[config.mk]
export PLATFORM = sky130hd
export DESIGN_NAME = insn_encoder_flat
export DESIGN_NICKNAME = d
export VERILOG_FILES = /design/src/rtl/insn_encoder_if.sv /design/src/rtl/insn_encoder.sv /design/src/flat_wrapper.sv
export SDC_FILE = /design/constraint.sdc
export NUM_CORES = 1
export LEC_CHECK = 0
export CAP_MARGIN = 5
export CORE_ASPECT_RATIO = 0.7
export CORE_MARGIN = 3
export CORE_UTILIZATION = 39
export CTS_CLUSTER_DIAMETER = 40
export DETAILED_ROUTE_END_ITERATION = 8
export PLACE_DENSITY = 0.86
export SLEW_MARGIN = 10
export SYNTH_ARGS = -nofsm -noshare
export SYNTH_HDL_FRONTEND = slang
export SYNTH_SLANG_ARGS = --single-unit
[constraint.sdc]
create_clock -name clk -period 1.8 [get_ports clk]
set_input_delay 0.36 -clock clk [delete_from_list [all_inputs] [get_ports clk]]
set_output_delay 0.36 -clock clk [all_outputs]
set_load 0.05 [all_outputs]
[src/rtl/insn_encoder_if.sv]
// Request/instruction handshake bundle for insn_encoder.
// The master modport is the requester/consumer side; slave is the encoder.
interface insn_encoder_if;
  logic        req_valid;
  logic        req_ready;
  logic [3:0]  req_op;
  logic [2:0]  req_funct3;
  logic [6:0]  req_funct7;
  logic [4:0]  req_rd;
  logic [4:0]  req_rs1;
  logic [4:0]  req_rs2;
  logic [31:0] req_imm;
  logic        insn_valid;
  logic        insn_ready;
  logic [31:0] insn;
  logic        insn_last;
  logic        err;

  modport master (
    output req_valid, req_op, req_funct3, req_funct7, req_rd, req_rs1, req_rs2, req_imm,
    output insn_ready,
    input  req_ready, insn_valid, insn, insn_last, err
  );

  modport slave (
    input  req_valid, req_op, req_funct3, req_funct7, req_rd, req_rs1, req_rs2, req_imm,
    input  insn_ready,
    output req_ready, insn_valid, insn, insn_last, err
  );
endinterface

[src/rtl/insn_encoder.sv]
// RV32I instruction encoder: one request in, one (or two, for LI) words out.
// Define INSN_ENC_LI_EN to enable the LI pseudo-op (LUI+ADDI expansion).
module insn_encoder (
  input  logic          clk,
  input  logic          reset,
  insn_encoder_if.slave bus
);

  localparam logic [6:0] OPC_LUI    = 7'h37;
  localparam logic [6:0] OPC_AUIPC  = 7'h17;
  localparam logic [6:0] OPC_JAL    = 7'h6F;
  localparam logic [6:0] OPC_JALR   = 7'h67;
  localparam logic [6:0] OPC_BRANCH = 7'h63;
  localparam logic [6:0] OPC_LOAD   = 7'h03;
  localparam logic [6:0] OPC_STORE  = 7'h23;
  localparam logic [6:0] OPC_OPIMM  = 7'h13;
  localparam logic [6:0] OPC_OP     = 7'h33;

  logic [31:0] insn_q, insn_d;
  logic        insn_valid_q, insn_valid_d;
  logic        err_q, err_d;
  logic        accept_s;
  logic        is_idle_s;
  logic [31:0] enc_word_s;
  logic        enc_bad_s;
  logic [31:0] imm_s;

`ifdef INSN_ENC_LI_EN
  typedef enum logic [0:0] {IDLE = 1'b0, PEND = 1'b1} state_t;

  state_t      state_q, state_d;
  logic [31:0] pend_q, pend_d;
  logic        insn_last_q, insn_last_d;
  logic        enc_two_s;
  logic [31:0] enc_second_s;
  logic        li_fits_s;
  logic [19:0] li_hi_s;

  // Rounding by +0x800 only carries out of the low 12 bits when imm[11] is set.
  assign li_fits_s = (imm_s[31:11] == {21{imm_s[11]}});
  assign li_hi_s   = imm_s[31:12] + {19'd0, imm_s[11]};
  assign is_idle_s = (state_q == IDLE);
`else
  assign is_idle_s = 1'b1;
`endif

  assign imm_s         = bus.req_imm;
  assign bus.req_ready = is_idle_s && (!insn_valid_q || bus.insn_ready);
  assign accept_s      = bus.req_valid && bus.req_ready;
  assign bus.insn_valid = insn_valid_q;
  assign bus.insn       = insn_q;
  assign bus.err        = err_q;
`ifdef INSN_ENC_LI_EN
  assign bus.insn_last  = insn_last_q;
`else
  assign bus.insn_last  = 1'b1;
`endif

  // Encode the presented request into its first word and flag rejections.
  always_comb begin
    enc_word_s = 32'd0;
    enc_bad_s  = 1'b0;
`ifdef INSN_ENC_LI_EN
    enc_two_s    = 1'b0;
    enc_second_s = 32'd0;
`endif
    case (bus.req_op)
      4'd0: enc_word_s = {imm_s[31:12], bus.req_rd, OPC_LUI};
      4'd1: enc_word_s = {imm_s[31:12], bus.req_rd, OPC_AUIPC};
      4'd2: begin
        enc_bad_s  = imm_s[0];
        enc_word_s = {imm_s[20], imm_s[10:1], imm_s[11], imm_s[19:12], bus.req_rd, OPC_JAL};
      end
      4'd3: enc_word_s = {imm_s[11:0], bus.req_rs1, 3'b000, bus.req_rd, OPC_JALR};
      4'd4: begin
        enc_bad_s  = imm_s[0];
        enc_word_s = {imm_s[12], imm_s[10:5], bus.req_rs2, bus.req_rs1, bus.req_funct3,
                      imm_s[4:1], imm_s[11], OPC_BRANCH};
      end
      4'd5: enc_word_s = {imm_s[11:0], bus.req_rs1, bus.req_funct3, bus.req_rd, OPC_LOAD};
      4'd6: enc_word_s = {imm_s[11:5], bus.req_rs2, bus.req_rs1, bus.req_funct3,
                          imm_s[4:0], OPC_STORE};
      4'd7: begin
        // Shifts carry funct7 in the upper bits and a 5-bit shamt.
        if (bus.req_funct3 == 3'b001 || bus.req_funct3 == 3'b101) begin
          enc_word_s = {bus.req_funct7, imm_s[4:0], bus.req_rs1, bus.req_funct3,
                        bus.req_rd, OPC_OPIMM};
        end else begin
          enc_word_s = {imm_s[11:0], bus.req_rs1, bus.req_funct3, bus.req_rd, OPC_OPIMM};
        end
      end
      4'd8: enc_word_s = {bus.req_funct7, bus.req_rs2, bus.req_rs1, bus.req_funct3,
                          bus.req_rd, OPC_OP};
`ifdef INSN_ENC_LI_EN
      4'd9: begin
        if (li_fits_s) begin
          enc_word_s = {imm_s[11:0], 5'd0, 3'b000, bus.req_rd, OPC_OPIMM};
        end else if (imm_s[11:0] == 12'd0) begin
          enc_word_s = {li_hi_s, bus.req_rd, OPC_LUI};
        end else begin
          enc_word_s   = {li_hi_s, bus.req_rd, OPC_LUI};
          enc_two_s    = 1'b1;
          enc_second_s = {imm_s[11:0], bus.req_rd, 3'b000, bus.req_rd, OPC_OPIMM};
        end
      end
`endif
      default: enc_bad_s = 1'b1;
    endcase
  end

  // Output register, pending-word queue and FSM next state.
  always_comb begin
    insn_d       = insn_q;
    insn_valid_d = insn_valid_q;
    err_d        = 1'b0;
`ifdef INSN_ENC_LI_EN
    insn_last_d  = insn_last_q;
    state_d      = state_q;
    pend_d       = pend_q;
`endif
    if (accept_s) begin
      if (enc_bad_s) begin
        err_d        = 1'b1;
        insn_valid_d = 1'b0;
      end else begin
        insn_d       = enc_word_s;
        insn_valid_d = 1'b1;
`ifdef INSN_ENC_LI_EN
        if (enc_two_s) begin
          insn_last_d = 1'b0;
          pend_d      = enc_second_s;
          state_d     = PEND;
        end else begin
          insn_last_d = 1'b1;
        end
`endif
      end
`ifdef INSN_ENC_LI_EN
    end else if (state_q == PEND && bus.insn_ready) begin
      insn_d      = pend_q;
      insn_last_d = 1'b1;
      pend_d      = 32'd0;
      state_d     = IDLE;
`endif
    end else if (insn_valid_q && bus.insn_ready) begin
      insn_valid_d = 1'b0;
    end else begin
      insn_valid_d = insn_valid_q;
    end
  end

  // State registers with asynchronous active-low reset.
  always_ff @(posedge clk or negedge reset) begin
    if (!reset) begin
      insn_q       <= 32'd0;
      insn_valid_q <= 1'b0;
      err_q        <= 1'b0;
`ifdef INSN_ENC_LI_EN
      insn_last_q  <= 1'b0;
      state_q      <= IDLE;
      pend_q       <= 32'd0;
`endif
    end else begin
      insn_q       <= insn_d;
      insn_valid_q <= insn_valid_d;
      err_q        <= err_d;
`ifdef INSN_ENC_LI_EN
      insn_last_q  <= insn_last_d;
      state_q      <= state_d;
      pend_q       <= pend_d;
`endif
    end
  end

endmodule

[src/flat_wrapper.sv]
// flat-port wrapper written by rule: the top's interface ports become plain ports
module insn_encoder_flat 
  (clk, reset, bus_req_valid, bus_req_op, bus_req_funct3, bus_req_funct7, bus_req_rd, bus_req_rs1, bus_req_rs2, bus_req_imm, bus_insn_ready, bus_req_ready, bus_insn_valid, bus_insn, bus_insn_last, bus_err);
  insn_encoder_if bus_i ();
  input  logic clk;
  input  logic reset;
  input wire logic [$bits(bus_i.req_valid)-1:0] bus_req_valid;
  input wire logic [$bits(bus_i.req_op)-1:0] bus_req_op;
  input wire logic [$bits(bus_i.req_funct3)-1:0] bus_req_funct3;
  input wire logic [$bits(bus_i.req_funct7)-1:0] bus_req_funct7;
  input wire logic [$bits(bus_i.req_rd)-1:0] bus_req_rd;
  input wire logic [$bits(bus_i.req_rs1)-1:0] bus_req_rs1;
  input wire logic [$bits(bus_i.req_rs2)-1:0] bus_req_rs2;
  input wire logic [$bits(bus_i.req_imm)-1:0] bus_req_imm;
  input wire logic [$bits(bus_i.insn_ready)-1:0] bus_insn_ready;
  output wire logic [$bits(bus_i.req_ready)-1:0] bus_req_ready;
  output wire logic [$bits(bus_i.insn_valid)-1:0] bus_insn_valid;
  output wire logic [$bits(bus_i.insn)-1:0] bus_insn;
  output wire logic [$bits(bus_i.insn_last)-1:0] bus_insn_last;
  output wire logic [$bits(bus_i.err)-1:0] bus_err;
  assign bus_i.req_valid = bus_req_valid;
  assign bus_i.req_op = bus_req_op;
  assign bus_i.req_funct3 = bus_req_funct3;
  assign bus_i.req_funct7 = bus_req_funct7;
  assign bus_i.req_rd = bus_req_rd;
  assign bus_i.req_rs1 = bus_req_rs1;
  assign bus_i.req_rs2 = bus_req_rs2;
  assign bus_i.req_imm = bus_req_imm;
  assign bus_i.insn_ready = bus_insn_ready;
  assign bus_req_ready = bus_i.req_ready;
  assign bus_insn_valid = bus_i.insn_valid;
  assign bus_insn = bus_i.insn;
  assign bus_insn_last = bus_i.insn_last;
  assign bus_err = bus_i.err;
  insn_encoder u_core (.clk(clk), .reset(reset), .bus(bus_i));
endmodule
## Word-level counts from Yosys, hierarchy flattened

Cells that the tools add are included.

| word-level totals | value |
|---|---|
| bits in registers | 34 |
| bits of input ports | 65 |
| output and inout port bits | 36 |

| cells by class | value |
|---|---|
| equal/unequal tests | 10 |
| multiplexer cells | 8 |
| bitwise operators | 1 |
| reductions and logical operators | 10 |

Operators by type and width:

| kind | count |
|---|---|
| $pmux W32 S9 | 1 |
| $mux W32 | 1 |
| $eq A4 B3 Y1 const B | 4 |
| $eq A4 B2 Y1 const B | 2 |
| $reduce_or A7 Y1 | 1 |
| $mux W1 | 5 |
| $eq A4 B1 Y1 const B | 1 |
| $eq A4 B4 Y1 const B | 1 |
| $logic_not A4 Y1 | 1 |
| $eq A3 B1 Y1 const B | 1 |
| $eq A3 B3 Y1 const B | 1 |
| $logic_and A1 B1 Y1 | 2 |
| $logic_or A1 B1 Y1 | 2 |
| $pmux W1 S2 | 1 |
| $reduce_and A2 Y1 | 1 |
| $reduce_bool A2 Y1 | 1 |
| $reduce_or A2 Y1 | 1 |
| $logic_not A1 Y1 | 1 |
| $not A1 Y1 | 1 |

## Logic depth before layout (Yosys ltp)

| logic depth | value |
|---|---|
| depth after elaboration | 5 |
| gate-level depth with buffers | 7 |
| depth with buffers taken out | 5 |

## Least setup slack after synthesis

Ideal clock, no wire load.

| timing path | value |
|---|---|
| kind | reg2reg |
| from | register u_core.insn_valid_q, in the netlist u_core.bus.insn_valid |
| to | register u_core.insn_q[20], in the netlist u_core.bus.insn[20] |
| library setup time | 0.125 ns |
| arrival time | 2.010 ns |
| data required time | 1.675 ns |
| path slack | -0.335 ns |
| stages on the path, launching flop included | 6 |
| buffers on the path | 1 |
| path through | dfrtp_1 nand2b_1 nand2_1 o21bai_1 buf_2 mux2_2 |

| on the way | value |
|---|---|
| cells in the longest elaborated chain, start to end | 4 |

RTL lines:

| what | line | RTL |
|---|---|---|
| from (decl) | insn_encoder.sv:20 | `logic insn_valid_q, insn_valid_d;` |
| from (signal assigned) | insn_encoder.sv:165 | `insn_valid_q <= insn_valid_d;` |
| $logic_not A1 Y1 | insn_encoder.sv:48 | `assign bus.req_ready = is_idle_s && (!insn_valid_q \|\| bus.insn_ready);` |
| $logic_or A1 B1 Y1 | insn_encoder.sv:48 |  |
| named net bus_req_ready | flat_wrapper.sv:16 | `output wire logic [$bits(bus_i.req_ready)-1:0] bus_req_ready;` |
| $logic_and A1 B1 Y1 | insn_encoder.sv:49 | `assign accept_s = bus.req_valid && bus.req_ready;` |
| $reduce_and A2 Y1 (no line) | -- |  |
| to (signal assigned) | insn_encoder.sv:164 | `insn_q <= insn_d;` |
| to (decl) | insn_encoder.sv:19 | `logic [31:0] insn_q, insn_d;` |

The timed path passes the listed nets, and every way through them passes these cells.
A chain may end at the register's enable or synchronous reset.

## Worst setup path after layout

| timing path | value |
|---|---|
| from | input port bus_req_op[0] |
| to | register u_core.insn_q[27], in the netlist u_core.bus.insn[27] |

| on the way | value |
|---|---|
| cells in the longest elaborated chain, start to end | 5 |

RTL lines:

| what | line | RTL |
|---|---|---|
| from (decl) | flat_wrapper.sv:8 | `input wire logic [$bits(bus_i.req_op)-1:0] bus_req_op;` |
| $eq A4 B1 Y1, or another cell as far along | insn_encoder.sv:67 | `case (bus.req_op)` |
| $reduce_or A7 Y1 (no line) or $reduce_or A2 Y1 (tied branches) | -- |  |
| $pmux W1 S2 | insn_encoder.sv:67 |  |
| $not A1 Y1 (no line) | -- |  |
| $reduce_and A2 Y1 (no line) | -- |  |

Parallel ways exist; a longest one is shown, timed or not.

==> key figures <==
Finish
  – Final cell count without fillers: 388
  – Final core utilization: 72.0%
  – Number of diodes: 0
  – Design Area, Final: 3170 µm²
  – Area grow syn2layout: 74.7%
  – # nets final: 397
  – Fraction of layout cells with a size suffix above 1: 29.4%
  – Fill cells: 351

Timing
  – Skew final: 2.40 ps
  – Slew Limit Fails: 0
  – Final Setup Violations: 1
  – Fin Setup TNS: -51.0 ps
  – Worst-Margin Slew: 744 ps
  – Final hold slack: 133 ps
  – Final worst setup slack: -51.0 ps
  – Minimum clock period: 1850 ps
  – Crit share post-route: 103%
  – Highest clock rate: 0.540 GHz
  – Hold Vio Cnt, Final: 0
  – Worst rel slew slack: 50.4%

Drt
  – Routed wl met2: 3030 µm
  – Met3 wire length: 496 µm
  – DR DRC count: 0
  – Routed WL: 6270 µm
  – Drt initial violations: 75
  – DR top layer: met4
  – Post-route antenna net violation count: 0
  – Iteration count of the initial detailed-routing pass: 4
  – M1 WL: 2710 µm
  – Via count: 2050
  – DR WL/cell: 16.2 µm
  – Vias per cell: 5.28

Clocking
  – Clk slew on worst S/H paths: 70 ps
  – Root Buffer: clkbuf_8
  – Clk buf depth: 2
  – CTS tree: done
  – H-tree level count: 2
  – CTS sink cnt: 33
  – Clock latency on the worst-skew pair: 290 ps
  – TritonCTS Buffers: 5
  – Hold_buf cts: 0

Job
  – Max Cap Viol: 0

Global routing
  – Number of global-route vias before repair: 1959
  – GRT Util Overall: 21.7%
  – Largest net degree at the start of global routing: 34
  – First-pass GRT wire length: 9380 µm
  – Total gr overflow: 0
  – Initial antenna violation count: 0

Power and ir drop
  – Cell Pwr Density: 844 nW/µm²
  – Leakage: 1.44 nW
  – Total power: 2.68 mW
  – Max rail drop VDD: 0.571 mV

Synthesis
  – Yosys warns: 0
  – Syn Nets: 268
  – Dominant synthesized flop cell: dfrtp_1
  – Syn_area_per_cell: 8.94 µm²
  – Top post-synthesis cells by area: dfrtp_1 46%, nand2_1 7.0%, o21ai_1 6.6%, a21oi_1 5.2%, a22oi_1 5.0%
  – Post-synthesis cell area: 1810 µm²
  – Post-synth top area cell: dfrtp_1
  – Mapped Cells: 203
  – Async S/R FF share, synth: 100%
  – Synth unique cells: 40
  – Share of the synthesized area in the top cell type: 45.5%
  – Seq cells post-synth: 33
  – Post-synthesis sequential area ratio: 45.5%
  – Post-synth EDFFs: 0

Status
  – Failing checks: negative setup slack
  – Status: complete, but fails checks

Setup path
  – Reg-to-Reg End: u_core.bus.insn[31]
  – Reg2Reg Depth: 5
  – Max incr delay on CP: 560 ps
  – Startpoint types: input port
  – CP max stage cell: or4b_4
  – CP bufs+invs: 2
  – CP Class: in2reg
  – Worst setup EP type: flip-flop
  – Crit path depth: 7
  – CP arrival: 2050 ps
  – RR Startpoint: u_core.bus.insn_valid
  – CP Max Fanout: 11
  – CP cell instances: clkdlybuf4s50_1 -> buf_6 -> or4b_4 -> o21ai_4 -> a22o_1 -> a21oi_1 -> o21ai_1
  – R2R Setup Slk: 410 ps
  – CP required: 2000 ps
  – Family with the most delay on the worst path: buffers and inverters

Die
  – Die Ht: 63.1 µm
  – # IOs: 101
  – Area of the die: 5520 µm²
  – # rows: 20
  – Chip Width: 87.5 µm
  – Core area: 4400 µm²
  – Initial core utilization: 41.2%

Place
  – Pre-CTS setup slack: -453 ps
  – Port bufs: 99
  – Placed cells: 376
  – GP Congestion: 0.847
  – DP HPWL: 4630 µm
  – Placed Area: 2980 µm²

Worst hold path
  – HP Class: in2async
## Yosys cell counts (2+ instances only)
cell type	n
buf_2	6
nor2b_1	2
mux2i_1	4
dfrtp_1	33
inv_1	4
a2111oi_0	2
o21ai_1	24
nor3_1	4
a21oi_1	19
buf_6	2
o31ai_1	2
a22o_1	6
a22oi_1	12
nand2b_1	4
nand2_1	34
clkbuf_1	5
a2bb2oi_1	4
buf_4	2
nor2_1	13
## per-layer routing
layer  GRT usage [%]  vias up
li1                -      988
met4            3.45        0
met2            35.6       76
met5               0        -
met1            29.0      982
met3            5.88        4
## kinds of logic (layout without fill, tap and decap cells)
kind of cell	after synthesis	after routing	share of synthesized area, %
compound gates	80	80	29.1
flops	33	33	45.5
other cells	1	1	0.207
mux	6	6	3.45
buf+inv	19	149	5.59
simple gates	64	64	16.1
## repair_timing
action / in CTS / in global routing
gates resized for setup: 5 / 10
endpoints found under the hold margin: 0 / 0
endpoints found under the setup margin: 3 / 17
pin swaps: 3 / 4
buffers inserted: 1 / 3
## state kept, by name, indices dropped and copies added (netlist names)
register / cells
u_core.bus.insn_valid: 1
u_core.bus.err: 1
u_core.bus.insn: 31
## cells in the final DEF, fill, tap and decap left out, drive strengths merged, types with 2 or more instances in the layout
cell | Yosys | routed
a21oi | 19 | 19
nand2b | 4 | 4
o21ai | 26 | 26
dfrtp | 33 | 33
clkbuf | 5 | 6
o31ai | 2 | 2
nor2 | 13 | 13
a2111oi | 2 | 2
clkinv | 0 | 2
inv | 4 | 4
a22oi | 12 | 12
mux2i | 4 | 4
buf | 10 | 73
nor2b | 2 | 2
nor3 | 4 | 4
a22o | 6 | 6
mux2 | 2 | 2
a2bb2oi | 4 | 4
nand2 | 34 | 34
clkdlybuf4s50 | 0 | 62
a211oi | 2 | 2
## how the worst max path moves through the flow
stage | start | endpoint | slack (ps)
finish | bus_req_op[0] | u_core.bus.insn[27] | -50
global route | bus_req_op[0] | u_core.bus.insn[27] | -100
CTS | bus_req_op[2] | u_core.bus.insn[27] | 1
detailed placement | bus_req_op[1] | u_core.bus.insn[31] | -450
global placement | bus_req_op[2] | u_core.bus.insn[25] | -240
floorplan | u_core.bus.insn_valid | u_core.bus.insn[20] | 20
## power by group
| part | switching (mW) | total [mW] | internal [mW] |
|---|---|---|---|
| combinational | 0.744 | 1.20 | 0.455 |
| clock | 0.282 | 0.549 | 0.267 |
| sequential | 0.0669 | 0.928 | 0.862 |
| total | 1.09 | 2.68 | 1.58 |
## cell type report
cell class,instances,area (µm²),area share (%)
clock buffers,5,68.8,2.17
well taps,55,68.8,2.17
inverters,4,15.0,0.474
flip-flops and latches,33,827,26.1
clock inverters,3,17.5,0.553
multi-input cells,151,961,30.3
repair buffers,137,1210,38.2
Power figures use the tool's default switching activity.
==> RTL edit: new RTL, config.mk and constraints unchanged <==
Reset style: synchronous (`reset`), changed in one clocked block. Comments in the files are not updated.
--- a/src/rtl/insn_encoder.sv
+++ b/src/rtl/insn_encoder.sv
@@ -150,7 +150,7 @@
   end
 
   // State registers with asynchronous active-low reset.
-  always_ff @(posedge clk or negedge reset) begin
+  always_ff @(posedge clk) begin
     if (!reset) begin
       insn_q       <= 32'd0;
       insn_valid_q <= 1'b0;
Function: differs if reset is asserted again (counterexample within 4 cycles, from zero or initial values and one cycle with reset low); with reset held inactive, the same outputs for 10 cycles.
==> RTL edit against the original RTL <==
Worst hold slack better by 320 ps; sequential power is 12% lower; global-route usage up 1.3 points; synthesized area is 5.6% higher; via count increased by 13%; cell area down 0.67%; sequential cell count unchanged; worst setup slack gained 230 ps; total power down 19%; routed wire length increased by 7.0%; combinational power fell by 34%; count of clock-buffer cells in the layout rose by 2; largest power group is now sequential cells.
==> RTL edit: results <==
global_routing:
  grt_use_total: 0.229
  first_global_vias: 2219
  grt_max_degree: 23
  grt_pass1_wl_mm: 10.8
clocking:
  ctsResizeCount: 1
  post-cts-setup-buffers: 0
drt:
  vias: 2315
  drtPass1Iterations: 5
  drt_iter0_markers: 203
  wl_met2_mm: 2.99
  routed_wl_mm: 6.71
layout:
  drive_gt1_frac: 0.259
  fin_nets: 417
  n_fill_cell: 357
pwr:
  p_leak_nw: 1.29
  peakVddDrop_mv: 0.441
logic_synthesis:
  seq_area_frac_synth: 0.345
  synth.area.top_cells: "dfxtp_1, a21oi_1, o21ai_0, a22oi_1, nor2b_1"
  ys.flop_type: "dfxtp_1"
  synth_nets: 300
  synth.distinct_cells: 41
setup_path:
  rrSetupSlack_ps: 490
  crit_fanout: 6
  r2r-start: "u_core.bus.insn_valid$_SDFFE_PN0P_"
  startpoint: "bus_req_funct3[1]"
hold_path:
  worstHoldPathType: "reg -> reg"
status:
  status: "completed"
placement:
  dpl-instance-area_um2: 3050
  dp_hpwl_mm: 5.11
timing:
  final.setup_skew_ps: 2.00
[RTL edit: cell types whose count changed after synthesis, moves of 9 or more]
cell / delta
dfrtp_1: -33
dfxtp_1: +33
nand2_1: -24
o21ai_0: +22
o21ai_1: -22
a21oi_1: +20
nor2b_1: +9
[RTL edit: area by class of cell]
type | instances | share of cell area
clock buffer | 7 | 0.0274
inverter | 3 | 0.00358
multi-input combinational | 175 | 0.351
sequential | 33 | 0.210
tap | 66 | 0.0262
timing repair buffer | 134 | 0.382
[RTL edit: routing by layer]
metal	global-route usage	up-vias
met5	0	-
met4	0.0765	0
met3	0.0719	12
li1	-	1118
met2	0.360	137
met1	0.301	1048
[RTL edit: cell families after synthesis]
family                 share of synthesized area
DFF                                        0.345
and+or+nand+nor                            0.157
muxes                                     0.0287
AOI/OAI and AO/OA                          0.388
buffers and inverters                     0.0797
other                                    0.00196
[RTL edit: power groups by stage]
stage | Clock, mW | Combinational (mW) | Sequential (mW)
floorplan | 0 | 0.270 | 1.01
global placement | 0 | 0.779 | 0.827
detailed placement | 0 | 0.791 | 0.828
CTS | 0.567 | 0.794 | 0.814
global route | 0.602 | 0.849 | 0.820
finish | 0.558 | 0.797 | 0.814
[RTL edit: worst max-delay path, cell delays in order]
cell and delay [ps]:
clkdlybuf4s50_1 500, nor2b_1 60, buf_4 140, a311oi_4 410, a222oi_1 200, a21oi_1 170
[RTL edit: worst paths after layout]
kind / end / cells after the start
setup reg to reg: u_core.bus.insn[9]$_SDFFE_PN0P_ / 6
hold reg to reg: u_core.bus.insn[3]$_SDFFE_PN0P_ / 2
hold / removal: u_core.bus.insn[3]$_SDFFE_PN0P_ / 2
setup / recovery: u_core.bus.insn[29]$_SDFFE_PN0P_ / 6
[RTL edit: per-stage QoR]
step                hold slack (ps)  setup TNS, ps  worst slack (ps)  utilization  instances
finish                          458              0               175        0.695        418
global route                    491              0              29.3        0.695        418
CTS                             458          -5.54             -4.85        0.693        418
detailed placement              450          -8570              -337        0.674        411
global placement                444          -6960              -263        0.674        411
floorplan                       498              0               192            -        235
